**config.mk**
```make
export PLATFORM = sky130hd
export DESIGN_NAME = light_seq_ctrl
export DESIGN_NICKNAME = d
export VERILOG_FILES = /design/src/rtl/light_seq_ctrl.sv
export SDC_FILE = /design/constraint.sdc
export NUM_CORES = 1
export LEC_CHECK = 0
export BUFFER_PORTS_ARGS = -buffer_cell sky130_fd_sc_hd__clkbuf_2
export CORE_UTILIZATION = 49
export DETAILED_ROUTE_END_ITERATION = 10
export PLACE_DENSITY = 0.79
export REMOVE_ABC_BUFFERS = 1
export SLEW_MARGIN = 10
export SYNTH_ARGS = -nofsm -noshare
export SYNTH_HDL_FRONTEND = slang
export SYNTH_SLANG_ARGS = --single-unit
export TNS_END_PERCENT = 100
```
**constraint.sdc**
```tcl
create_clock -name clk -period 2.3 [get_ports clk]
set_clock_uncertainty 0.15 [all_clocks]
set_input_delay 0.345 -clock clk [delete_from_list [all_inputs] [get_ports clk]]
set_output_delay 0.345 -clock clk [all_outputs]
set_load 0.02 [all_outputs]
```
**src/rtl/light_seq_ctrl.sv**
```systemverilog
// light_seq_ctrl: dwell-timed colour sequencer with a one-deep memory fetch.
// Define LIGHT_SEQ_TIMEOUT_EN to enable the WAIT_MAX fetch timeout and fetch_err.
module light_seq_ctrl #(
   parameter int WAIT_MAX = 8
) (
   input  logic        clk,
   input  logic        rst_n,
   input  logic        button,
   input  logic        lightsSel,
   input  logic [5:0]  threshold,
   output logic        mem_req,
   output logic [2:0]  mem_addr,
   input  logic        mem_valid,
   input  logic [23:0] mem_data,
   output logic [23:0] lightsOut,
   output logic        busy,
   output logic        fetch_err
);

`ifdef LIGHT_SEQ_TIMEOUT_EN
   localparam bit TIMEOUT_EN = 1'b1;
`else
   localparam bit TIMEOUT_EN = 1'b0;
   assign fetch_err = 1'b0;
`endif

   localparam int WAIT_W = (WAIT_MAX > 1) ? $clog2(WAIT_MAX) : 1;

   typedef enum logic [1:0] {
      IDLE,
      REQ,
      WAIT
   } state_t;

   state_t              state;
   logic [2:0]          colour;
   logic [5:0]          cnt;
   logic [23:0]         rgb_q;
   logic                dirty;
   logic                req_q;
   logic                busy_q;
   logic [WAIT_W-1:0]   wait_cnt;
   logic                advance;
   logic                step;
   logic                timeout;

   assign advance = button && lightsSel;
   // >= rather than == so a threshold lowered below cnt steps at once
   assign step    = advance && (cnt >= threshold);

   assign timeout = TIMEOUT_EN && (state == WAIT) && !mem_valid &&
                    (wait_cnt == WAIT_W'(WAIT_MAX - 1));

   assign mem_req   = req_q;
   assign mem_addr  = colour;
   assign busy      = busy_q;
   assign lightsOut = lightsSel ? rgb_q : 24'hFFFFFF;

   // Dwell counter: steps colour 1..6 every threshold+1 enabled cycles
   always_ff @(posedge clk) begin
      if (rst_n) begin
         colour <= 3'd1;
         cnt    <= 6'd0;
      end else if (step) begin
         colour <= (colour == 3'd6) ? 3'd1 : colour + 3'd1;
         cnt    <= 6'd0;
      end else if (advance) begin
         cnt <= cnt + 6'd1;
      end
   end

   // Fetch FSM: one outstanding read; dirty re-arms it for the latest colour
   always_ff @(posedge clk) begin
      if (rst_n) begin
         state    <= IDLE;
         dirty    <= 1'b1;
         rgb_q    <= 24'h000000;
         req_q    <= 1'b0;
         busy_q   <= 1'b0;
         wait_cnt <= '0;
      end else begin
         req_q <= 1'b0;
         unique case (state)
            IDLE: begin
               if (dirty) begin
                  state  <= REQ;
                  req_q  <= 1'b1;
                  busy_q <= 1'b1;
               end
            end
            REQ: begin
               dirty    <= 1'b0;
               wait_cnt <= '0;
               state    <= WAIT;
            end
            WAIT: begin
               wait_cnt <= wait_cnt + WAIT_W'(1);
               if (mem_valid) begin
                  rgb_q <= mem_data;
                  if (dirty) begin
                     state <= REQ;
                     req_q <= 1'b1;
                  end else begin
                     state  <= IDLE;
                     busy_q <= 1'b0;
                  end
               end else if (timeout) begin
                  dirty  <= 1'b1;
                  state  <= IDLE;
                  busy_q <= 1'b0;
               end
            end
            default: begin
               state  <= IDLE;
               busy_q <= 1'b0;
            end
         endcase
         // a step in the same cycle as the REQ clear must win
         if (step) dirty <= 1'b1;
      end
   end

`ifdef LIGHT_SEQ_TIMEOUT_EN
   // Sticky timeout flag, cleared only by reset
   always_ff @(posedge clk) begin
      if (rst_n) fetch_err <= 1'b0;
      else if (timeout) fetch_err <= 1'b1;
   end
`endif

endmodule

```
==> run summary, run 1 <==
====================================================================================
Die extent in x                                                              62.1 µm
Nature of the critical path endpoint                                       flip-flop
Synthesis-to-finish area growth                                                20.6%
Initial core utilization                                                       52.3%
Post-synthesis average cell area                                            8.16 µm²
Violation count after the first detailed-routing iteration                        74
Number of enable flip-flop cells after synthesis                                   0
Uppermost metal layer occupied by signal nets                                   met4
Fraction of layout cells with a size suffix above 1                            27.2%
Period Utilization, post-route                                                 81.5%
Synth Instances                                                                  217
Minimum clock period                                                         1.87 ns
Global-route congestion overflow total                                             0
DR vias                                                                         1559
Total iterations of the first detailed-routing run                                 4
Sum of met3 wire segment lengths after detailed routing                       182 µm
Largest family of logic cells by synthesized area                       simple AND/OR/NAND/NOR gates
Max Freq                                                                   0.533 GHz
Number of storage elements in the synthesis netlist                               38
Parity-gate share of the synthesized area counting xor and xnor cells          2.47%
Pin slew with the least headroom to its limit                               0.747 ns
Pre-CTS setup slack                                                         0.313 ns
Crit start category                                                        flip-flop
Count of different cell masters after synthesis                                   36
Post-Syn Area                                                               1770 µm²
# IOs                                                                             65
Synth Area in Simple Gates                                                     28.5%
Syn. warnings                                                                      0
All-Layer GR Usage                                                             20.5%
Htree depth                                                                        2
Clock Pin Slew Worst Setup and Hold Paths                                    0.10 ns
Final worst slack                                                           0.425 ns
Mux cell area share after synthesis                                            1.13%
Remaining routing DRC violations                                                   0
Cts hold-fix bufs                                                                  0
Synth async-reset ratio                                                           0%
Routed length per placed instance                                            11.0 µm
Required time reported for the critical path endpoint                        2.38 ns
Vias in the first global route                                                  1419
Number of antenna diodes                                                           0
Final weighted congestion in routability-driven placement                      0.863
Data arrival time at the worst-slack endpoint                                1.96 ns
TritonCTS clock tree                                                            done
I/O Buffers                                                                       63
Total die area                                                              3860 µm²
Utilization of the core after routing                                          63.0%
Number of clock sinks seen by CTS                                                 38
Sequential element share of the synthesized area                               42.9%
Placeable core area                                                         3390 µm²
Cell Rows                                                                         21
Worst Path Class, Setup                                                 flip-flop to flip-flop
Outcome                                                                 complete, no violations
Maxcap violations                                                                  0
Hold crit path type                                                     input pin to flip-flop
Routed wire length on met2                                                   1640 µm
Average vias per placed instance                                                4.84
Met1 wire length                                                             1660 µm
RSZ-0062 raised after global routing                                              no
Most used flip-flop cell after synthesis                                     dfxtp_1
Largest net degree at the start of global routing                                 41
Total count of max-transition violations in the final report                       0
Final-stage net count                                                            318
Wire length of the first global-routing pass                                 6250 µm
Tightest slew margin relative to the limit                                     50.2%
Post-detailed-placement half-perimeter wirelength                            2500 µm
CTS-repair resized insts                                                           0
Clock insertion delay at the later pin of the skew report                    0.33 ns
Library cell used as clock root buffer                                      clkbuf_4
Final hold violation count                                                         0
Fraction of the mapped netlist area in adder cells                             4.94%
Leak                                                                        0.988 nW
Number of filler cells placed in the layout                                      316
Worst hold slack across all endpoints                                      0.0675 ns
Number of antenna violations at the first check in global routing                  0
Wire length after detailed routing                                           3540 µm
Floorplan die height                                                         62.1 µm
Maximum vdd ir drop                                                       0.000365 V
Setup-failing EPs final                                                            0
Maximum buffer depth of the clock tree                                             2
Count of buffers added by post-CTS timing repair for setup                         0
Max FO, Critical Path                                                             10
Complex-gate fraction of the synthesized area                                  14.1%
Accumulated negative setup slack                                                0 ns
Final ANT Viol Nets                                                                0
Number of clock buffers inserted by TritonCTS                                      5
Power per standard cell area                                              579 nW/µm²
====================================================================================
-- power breakdown --
part           total [mW]  switching [mW]  internal, mW  leakage, nW
combinational       0.221           0.129        0.0919        0.655
clock               0.310           0.194         0.115       0.0254
sequential          0.706          0.0197         0.686        0.308
-- logic make-up (layout without fill, tap and decap cells) --
logic type / count (synthesis) / count (layout)
other: 1 / 1
AOI/OAI and AO/OA: 41 / 41
xor gates and xnor gates: 5 / 5
muxes: 2 / 2
DFF: 38 / 38
and+or+nand+nor: 102 / 102
buffers and inverters: 21 / 80
adders and majority gates: 7 / 7
-- metrics by stage --
step | total power [mW] | instance area [µm²] | instances
finish | 1.24 | 2140 | 322
global route | 1.32 | 2140 | 322
CTS | 1.26 | 2140 | 322
detailed placement | 0.945 | 2090 | 315
global placement | 0.942 | 2090 | 315
floorplan | 0.849 | 1700 | 203
-- synthesized netlist by cell type, drive strengths merged (2+ instances only) --
library cell | n | share of area (%)
ha | 7 | 4.9
nand2 | 54 | 11
o2bb2ai | 2 | 0.99
inv | 7 | 1.5
nand4 | 2 | 0.71
nor3b | 2 | 1.1
buf | 6 | 2.5
clkbuf | 8 | 1.8
a21oi | 29 | 8.2
dfxtp | 38 | 43
nor2 | 3 | 0.64
o21a | 3 | 1.7
xor2 | 4 | 2.0
or2b | 4 | 1.7
nor3 | 7 | 2.0
nand2b | 25 | 8.8
mux2i | 2 | 1.1
nand3b | 2 | 0.85
-- sequential cells by signal, indices dropped and copies added, names as in the netlist --
| name | cells |
|---|---|
| busy | 1 |
| dirty | 1 |
| state | 2 |
| mem_addr | 3 |
| cnt | 6 |
| mem_req | 1 |
| rgb_q | 24 |
-- cell type report --
cell class	instances	area [µm²]	area share (%)
clock buffer	7	45.0	2.11
multi-input combinational	158	910	42.6
timing repair buffer	66	338	15.8
inverter	7	26.3	1.23
sequential	38	761	35.6
tap	46	57.6	2.69
-- per-layer routing --
layer / global-route usage [%] / up-vias
met3: 6.43 / 5
met2: 35.2 / 42
met5: 0 / -
met1: 23.9 / 688
met4: 6.98 / 0
li1: - / 824
-- worst max-delay path, stage by stage (launching register included) --
cell and delay, ns:
dfxtp_1 0.34, ha_1 0.29, a211oi_1 0.24, nand2_1 0.14, o21a_1 0.31, a211o_1 0.31
-- cell usage in the layout (no fill, tap or decap), drive strengths merged, types with 2 or more instances in the layout --
master | Yosys | routed
clkbuf | 8 | 70
nor3b | 2 | 2
nor3 | 7 | 7
ha | 7 | 7
nand2b | 25 | 25
buf | 6 | 3
o2bb2ai | 2 | 2
or2b | 4 | 4
nand2 | 54 | 54
a21oi | 29 | 29
inv | 7 | 7
dfxtp | 38 | 38
nand3b | 2 | 2
nor2 | 3 | 3
o21a | 3 | 3
nand4 | 2 | 2
xor2 | 4 | 4
mux2i | 2 | 2
-- path summary, 6_finish.rpt --
check / startpoint / to / slack [ns] / depth (start not counted)
min reg2reg: rgb_q[12]$_SDFFE_PP0P_ / rgb_q[12]$_SDFFE_PP0P_ / 0.30 / 2
max reg2reg: cnt[5]$_SDFFE_PP0P_ / dirty$_SDFFE_PP1P_ / 0.43 / 5
min: mem_data[22] / rgb_q[22]$_SDFFE_PP0P_ / 0.07 / 3
max: cnt[5]$_SDFFE_PP0P_ / dirty$_SDFFE_PP1P_ / 0.43 / 5
(Power assumes the default switching activity.)
==> run 2: changes to the inputs <==
Settings changed: ABC_AREA from default to 1, CORE_UTILIZATION 49 to 44, PLACE_DENSITY 0.79 to 0.75.
Clock period 2.3 ns to 1.5 ns, I/O delays scaled along.
==> run 2 against run 1 <==
Net effect: the run now ends with negative setup slack left; design area is 11% higher; via count is 8.5% higher; first-iteration DRC count is 41% lower; area after synthesis is 0.49% lower; register-to-register slack worse by 0.44 ns; critical path depth is 6 higher; hold slack worse by 0.022 ns; flip-flop and latch count stayed put; count of clock-buffer cells in the layout is 1 lower; wire length is 5.2% higher; clock power is 110% higher; total power is 75% higher; largest power group unchanged; highest routed layer unchanged.
==> run summary, run 2 <==
==================================================================================
Most congested layer reported by global routing                               met2   unchanged
Post-detailed-placement half-perimeter wirelength                          2620 µm   was 2500 µm
Floorplan die height                                                       65.3 µm   was 62.1 µm
Synthesis-to-finish area growth                                              34.6%   was 20.6%
Vias in the first global route                                                1493   was 1419
Wire length after detailed routing                                         3720 µm   was 3540 µm
RSZ-0062 raised after global routing                                           yes   was no
Count of different cell masters after synthesis                                 27   was 36
Violation count after the first detailed-routing iteration                      44   was 74
Placeable core area                                                       3740 µm²   was 3390 µm²
Worst hold slack across all endpoints                                    0.0460 ns   was 0.0675 ns
Largest net degree at the start of global routing                               49   was 41
Sequential element share of the synthesized area                             43.2%   was 42.9%
Library cell used as clock root buffer                                    clkbuf_8   was clkbuf_4
Total count of max-transition violations in the final report                     0   unchanged
Setup-failing EPs final                                                          2   was 0
Final weighted congestion in routability-driven placement                    0.747   was 0.863
Final hold violation count                                                       0   unchanged
Count of buffers added by post-CTS timing repair for setup                       0   unchanged
Most used flip-flop cell after synthesis                                   dfxtp_1   unchanged
Flip-flop count of the largest register, all copies and words added             24   unchanged
Power per standard cell area                                            912 nW/µm²   was 579 nW/µm²
GR Layer Usage met2                                                          32.3%   was 35.2%
Die extent in x                                                            65.3 µm   was 62.1 µm
Synth async-reset ratio                                                         0%   unchanged
Most frequent cells after synthesis                                   nand2_1, inv_1, dfxtp_1   was nand2_1, dfxtp_1, a21oi_1
Max Freq                                                                 0.661 GHz   was 0.533 GHz
Cts hold-fix bufs                                                                0   unchanged
Final worst slack                                                       -0.0136 ns   was 0.425 ns
Number of clock buffers inserted by TritonCTS                                    5   unchanged
Data arrival time at the worst-slack endpoint                              1.58 ns   was 1.96 ns
Average vias per placed instance                                              4.70   was 4.84
Fraction of layout cells with a size suffix above 1                          34.9%   was 27.2%
Placed cell count                                                              353   was 315
Number of antenna violations at the first check in global routing                0   unchanged
Crit start category                                                      flip-flop   unchanged
Required time reported for the critical path endpoint                      1.56 ns   was 2.38 ns
Maximum buffer depth of the clock tree                                           2   unchanged
Number of enable flip-flop cells after synthesis                                 0   unchanged
Remaining routing DRC violations                                                 0   unchanged
Global-route track usage on met3                                             5.73%   was 6.43%
Number of storage elements in the synthesis netlist                             38   unchanged
Pre-CTS setup slack                                                      -0.109 ns   was 0.313 ns
Htree depth                                                                      2   unchanged
Wire length of the first global-routing pass                               6120 µm   was 6250 µm
Non-filler cells, final                                                        360   was 322
Post-synthesis average cell area                                          7.28 µm²   was 8.16 µm²
Period Utilization, post-route                                                101%   was 81.5%
Commonest non-fill, non-tap cells in the layout                       clkbuf_2, nand2_1, inv_1   was clkbuf_2, nand2_1, dfxtp_1
Maximum vdd ir drop                                                     0.000662 V   was 0.000365 V
Number of antenna diodes                                                         0   unchanged
Post-Syn Area                                                             1760 µm²   was 1770 µm²
Clock insertion delay at the later pin of the skew report                  0.28 ns   was 0.33 ns
I/O Buffers                                                                     63   unchanged
Syn. warnings                                                                    0   unchanged
Nature of the critical path endpoint                                     flip-flop   unchanged
Most area-hungry cell type in the Yosys netlist                            dfxtp_1   unchanged
Number of clock sinks seen by CTS                                               38   unchanged
Post-synth top area share                                                    43.2%   was 42.9%
Synth Instances                                                                242   was 217
Overall power of the completed layout                                      2.16 mW   was 1.24 mW
DR vias                                                                       1692   was 1559
All-Layer GR Usage                                                           19.2%   was 20.5%
Largest reg by FF count                                                      rgb_q   unchanged
Cell Rows                                                                       22   was 21
Hold crit path type                                                   input pin to flip-flop   unchanged
Worst Path Class, Setup                                               flip-flop to flip-flop   unchanged
Max FO, Critical Path                                                            6   was 10
Failing checks                                                        negative setup slack
Outcome                                                               finished, violations left   was complete, no violations
Most common cell in the netlist                                            nand2_1   unchanged
Maxcap violations                                                                0   unchanged
Global-route congestion overflow total                                           0   unchanged
Leak                                                                       1.14 nW   was 0.988 nW
Met1 Resource Use GR                                                         22.6%   was 23.9%
Final-stage net count                                                          354   was 318
Routed length per placed instance                                          10.3 µm   was 11.0 µm
Clock Pin Slew Worst Setup and Hold Paths                                  0.07 ns   was 0.10 ns
Reg-to-reg slack, setup                                                   -0.01 ns   was 0.43 ns
TritonCTS clock tree                                                          done   unchanged
Most common cell after layout, fill and taps aside                        clkbuf_2   unchanged
Cells taking the most area after synthesis                            dfxtp_1, nand2_1, inv_1   was dfxtp_1, nand2_1, nand2b_1
Final ANT Viol Nets                                                              0   unchanged
Total iterations of the first detailed-routing run                               4   unchanged
# IOs                                                                           65   unchanged
Total die area                                                            4260 µm²   was 3860 µm²
Initial core utilization                                                     47.1%   was 52.3%
Minimum clock period                                                       1.51 ns   was 1.87 ns
==================================================================================
-- run 2: final timing paths --
path,startpoint,endpoint,cells after the start
hold reg to reg,rgb_q[16]$_SDFFE_PP0P_,rgb_q[16]$_SDFFE_PP0P_,2
hold / removal,rst_n,mem_addr[1]$_SDFFE_PP0P_,2
setup / recovery,cnt[0]$_SDFFE_PP0P_,cnt[2]$_SDFFE_PP0P_,11
setup reg to reg,cnt[0]$_SDFFE_PP0P_,cnt[2]$_SDFFE_PP0P_,11
-- run 2: worst max-delay path, cell delays in order, from the launching register on --
cell and delay [ns]:
dfxtp_2 0.33, inv_2 0.05, ha_4 0.22, inv_2 0.04
nand2_1 0.04, nand2_1 0.05, nand2_1 0.06, nand2_1 0.07
nand2_2 0.08, nand2_4 0.11, nand2_8 0.09, a21oi_4 0.14
-- run 2: where the power goes --
group | total (mW) | switching, mW | internal (mW)
sequential | 1.09 | 0.0201 | 1.07
clock | 0.652 | 0.333 | 0.318
combinational | 0.422 | 0.264 | 0.158
total | 2.16 | 0.617 | 1.55
-- run 2: through the flow --
step                util, %  TNS, ns  cell area, µm²
global route           63.4   -0.887            2370
detailed placement     58.3   -0.555            2180
finish                 63.4  -0.0239            2370
CTS                    62.4        0            2340
global placement       58.3   -0.198            2180
floorplan                 -    -7.77            1710
-- run 2: metal layers --
layer / vias to the layer above / routed length (µm)
li1: 899 / -
met1: 746 / 1780
met2: 45 / 1770
met3: 2 / 150
met4: 0 / 23
met5: - / 0
-- run 2: logic make-up (layout without fill, tap and decap cells) --
group           after synthesis  after routing  synth area share (%)
fa+ha+maj                     7              7                  4.97
other cells                   1              1                 0.213
xor+xnor                      3              3                  1.49
compound gates               62             62                  18.0
flops                        38             38                  43.2
buf+inv                      56            126                  12.7
simple gates                 75             75                  19.4
-- run 2: layout make-up --
class / count / area [µm²]
Multi-Input combinational cell: 148 / 881
Timing Repair Buffer: 74 / 414
Tap cell: 48 / 60.1
Inverter: 45 / 171
Clock buffer: 6 / 72.6
Sequential cell: 38 / 766
Fill cell: 348 / 1370
Clock inverter: 1 / 7.51
-- run 2: repair_timing --
action                     CTS  global route
pin swaps                    7            10
setup endpoints to repair    8            10
resized for setup           16             8
gates cloned                 0             0
==> run 3: changes to the inputs <==
Settings changed: ABC_CLOCK_PERIOD_IN_PS from default to 1500, TNS_END_PERCENT 100 to 50.
==> run 3 against run 2 <==
Net effect: the run now ends clean; count of clock-buffer cells in the layout stayed put; die area stayed put; clock power hardly changed; fmax is 1.2% higher; sequential power hardly changed; hold slack hardly changed; critical path type unchanged.
==> run summary, run 3 (synthesis gave the netlist of run 2 again) <==
==================================================================================
Number of clock buffers inserted by TritonCTS                                    5   unchanged
Violation count after the first detailed-routing iteration                      41   was 44
Number of clock sinks seen by CTS                                               38   unchanged
CP delay by family, top                                               simple AND/OR/NAND/NOR gates   unchanged
Average vias per placed instance                                              4.69   was 4.70
Ordered list of cells on the worst path                               ha_1 > nand2_1 > inv_1 > a21oi_2 > nand2_2 > nand2_4 > nand2_8 > a21oi_4   was inv_2 > ha_4 > inv_2 > nand2_1 > nand2_1 > nand2_1 > nand2_1 > nand2_2 > nand2_4 > nand2_8 > a21oi_4
Final-stage net count                                                          354   unchanged
Worst hold slack across all endpoints                                    0.0460 ns   about the same
Total die area                                                            4260 µm²   unchanged
Overall power of the completed layout                                      2.16 mW   about the same
Largest net degree at the start of global routing                               49   unchanged
Leak                                                                       1.14 nW   about the same
I/O Buffers                                                                     63   unchanged
Cts hold-fix bufs                                                                0   unchanged
Total buffers and inverters traversed by the critical path                       1   was 2
Vias in the first global route                                                1493   unchanged
Outcome                                                               complete, no violations   was finished, violations left
Clock Pin Slew Worst Setup and Hold Paths                                  0.07 ns   about the same
Minimum clock period                                                       1.50 ns   was 1.51 ns
Max FO, Critical Path                                                            6   unchanged
Number of filler cells placed in the layout                                    349   was 348
Nature of the critical path endpoint                                     flip-flop   unchanged
Most common cell after layout, fill and taps aside                        clkbuf_2   unchanged
Total count of max-transition violations in the final report                     0   unchanged
Slowest stage cell on the critical path                                    dfxtp_2   unchanged
Critical path depth in cells                                                     8   was 11
Cell Rows                                                                       22   unchanged
Final ANT Viol Nets                                                              0   unchanged
Initial core utilization                                                     47.1%   unchanged
Largest reg by FF count                                                      rgb_q   unchanged
Global-route congestion overflow total                                           0   unchanged
Post-detailed-placement half-perimeter wirelength                          2620 µm   unchanged
Crit start category                                                      flip-flop   unchanged
Floorplan die height                                                       65.3 µm   unchanged
Maximum vdd ir drop                                                     0.000662 V   about the same
Wire length of the first global-routing pass                               6120 µm   unchanged
Final hold violation count                                                       0   unchanged
Maxcap violations                                                                0   unchanged
Synthesis-to-finish area growth                                              34.1%   was 34.6%
Htree depth                                                                      2   unchanged
Final Cell Area                                                           2360 µm²   was 2370 µm²
Flip-flop count of the largest register, all copies and words added             24   unchanged
Number of antenna violations at the first check in global routing                0   unchanged
Max Freq                                                                 0.669 GHz   was 0.661 GHz
Maximum buffer depth of the clock tree                                           2   unchanged
Routed length per placed instance                                          10.2 µm   was 10.3 µm
Count of cells along the worst hold path                                         2   unchanged
Clock insertion delay at the later pin of the skew report                  0.28 ns   about the same
Data arrival time at the worst-slack endpoint                              1.56 ns   was 1.58 ns
Number of antenna diodes                                                         0   unchanged
Placeable core area                                                       3740 µm²   unchanged
Largest stage delay on the critical path                                   0.33 ns   about the same
Power per standard cell area                                            914 nW/µm²   was 912 nW/µm²
All-Layer GR Usage                                                           19.2%   unchanged
Die extent in x                                                            65.3 µm   unchanged
Worst Path Class, Setup                                               flip-flop to flip-flop   unchanged
Fraction of layout cells with a size suffix above 1                          34.6%   was 34.9%
TritonCTS clock tree                                                          done   unchanged
Setup-failing EPs final                                                          0   was 2
Final weighted congestion in routability-driven placement                    0.747   unchanged
Remaining routing DRC violations                                                 0   unchanged
DR vias                                                                       1688   was 1692
Period Utilization, post-route                                               99.7%   was 101%
Required time reported for the critical path endpoint                      1.56 ns   about the same
DP Area                                                                   2180 µm²   unchanged
Total iterations of the first detailed-routing run                               4   unchanged
# IOs                                                                           65   unchanged
Hold crit path type                                                   input pin to flip-flop   unchanged
RSZ-0062 raised after global routing                                           yes   unchanged
Wire length after detailed routing                                         3680 µm   was 3720 µm
Depth of the worst register-to-register path                                     8   was 11
Library cell used as clock root buffer                                    clkbuf_8   unchanged
Commonest non-fill, non-tap cells in the layout                       clkbuf_2, nand2_1, inv_1   unchanged
==================================================================================
## run 3: final timing paths
check                                       startpoint                       end  slack, ns
worst max-delay path               cnt[4]$_SDFFE_PP0P_       cnt[2]$_SDFFE_PP0P_      0.005
worst min-delay path                             rst_n  mem_addr[1]$_SDFFE_PP0P_       0.05
worst max register to register     cnt[4]$_SDFFE_PP0P_       cnt[2]$_SDFFE_PP0P_      0.005
worst min register to register  rgb_q[16]$_SDFFE_PP0P_    rgb_q[16]$_SDFFE_PP0P_       0.30
## run 3: area by class of cell
type	count	area, µm²	share of cell area [%]
multi-input cells	148	872	36.9
flip-flops and latches	38	766	32.4
repair buffers	74	414	17.5
inverters	45	171	7.25
clock buffers	6	72.6	3.07
well taps	48	60.1	2.54
clock inverters	1	7.51	0.318
## run 3: routing by layer
metal  track usage (%)  up-vias  share of wire, %
li1                  -      898                 -
met1              22.6      743                48
met2              32.3       45                47
met3              5.73        2               4.1
met4              7.34        0              0.62
met5                 0        -                 0
## run 3: per-stage QoR
stage	util [%]	cells	setup WS, ns	TNS (ns)
2_1_floorplan	-	231	-0.332	-7.77
3_3_place_gp	58.3	353	-0.0351	-0.198
3_5_place_dp	58.3	353	-0.109	-0.555
4_1_cts	62.4	360	0.00433	0
5_1_grt	63.1	360	-0.0995	-0.740
6_report	63.1	360	0.00452	0
## run 3: repair_timing
item	4_1_cts	5_1_grt
pin swaps	7	9
setup endpoints to repair	8	10
setup buffers	0	0
resized for setup	16	6
## run 3: report_power, final
group          internal [mW]  total [mW]  switching (mW)
Sequential              1.07        1.09          0.0201
Combinational          0.158       0.420           0.262
Clock                  0.318       0.651           0.333
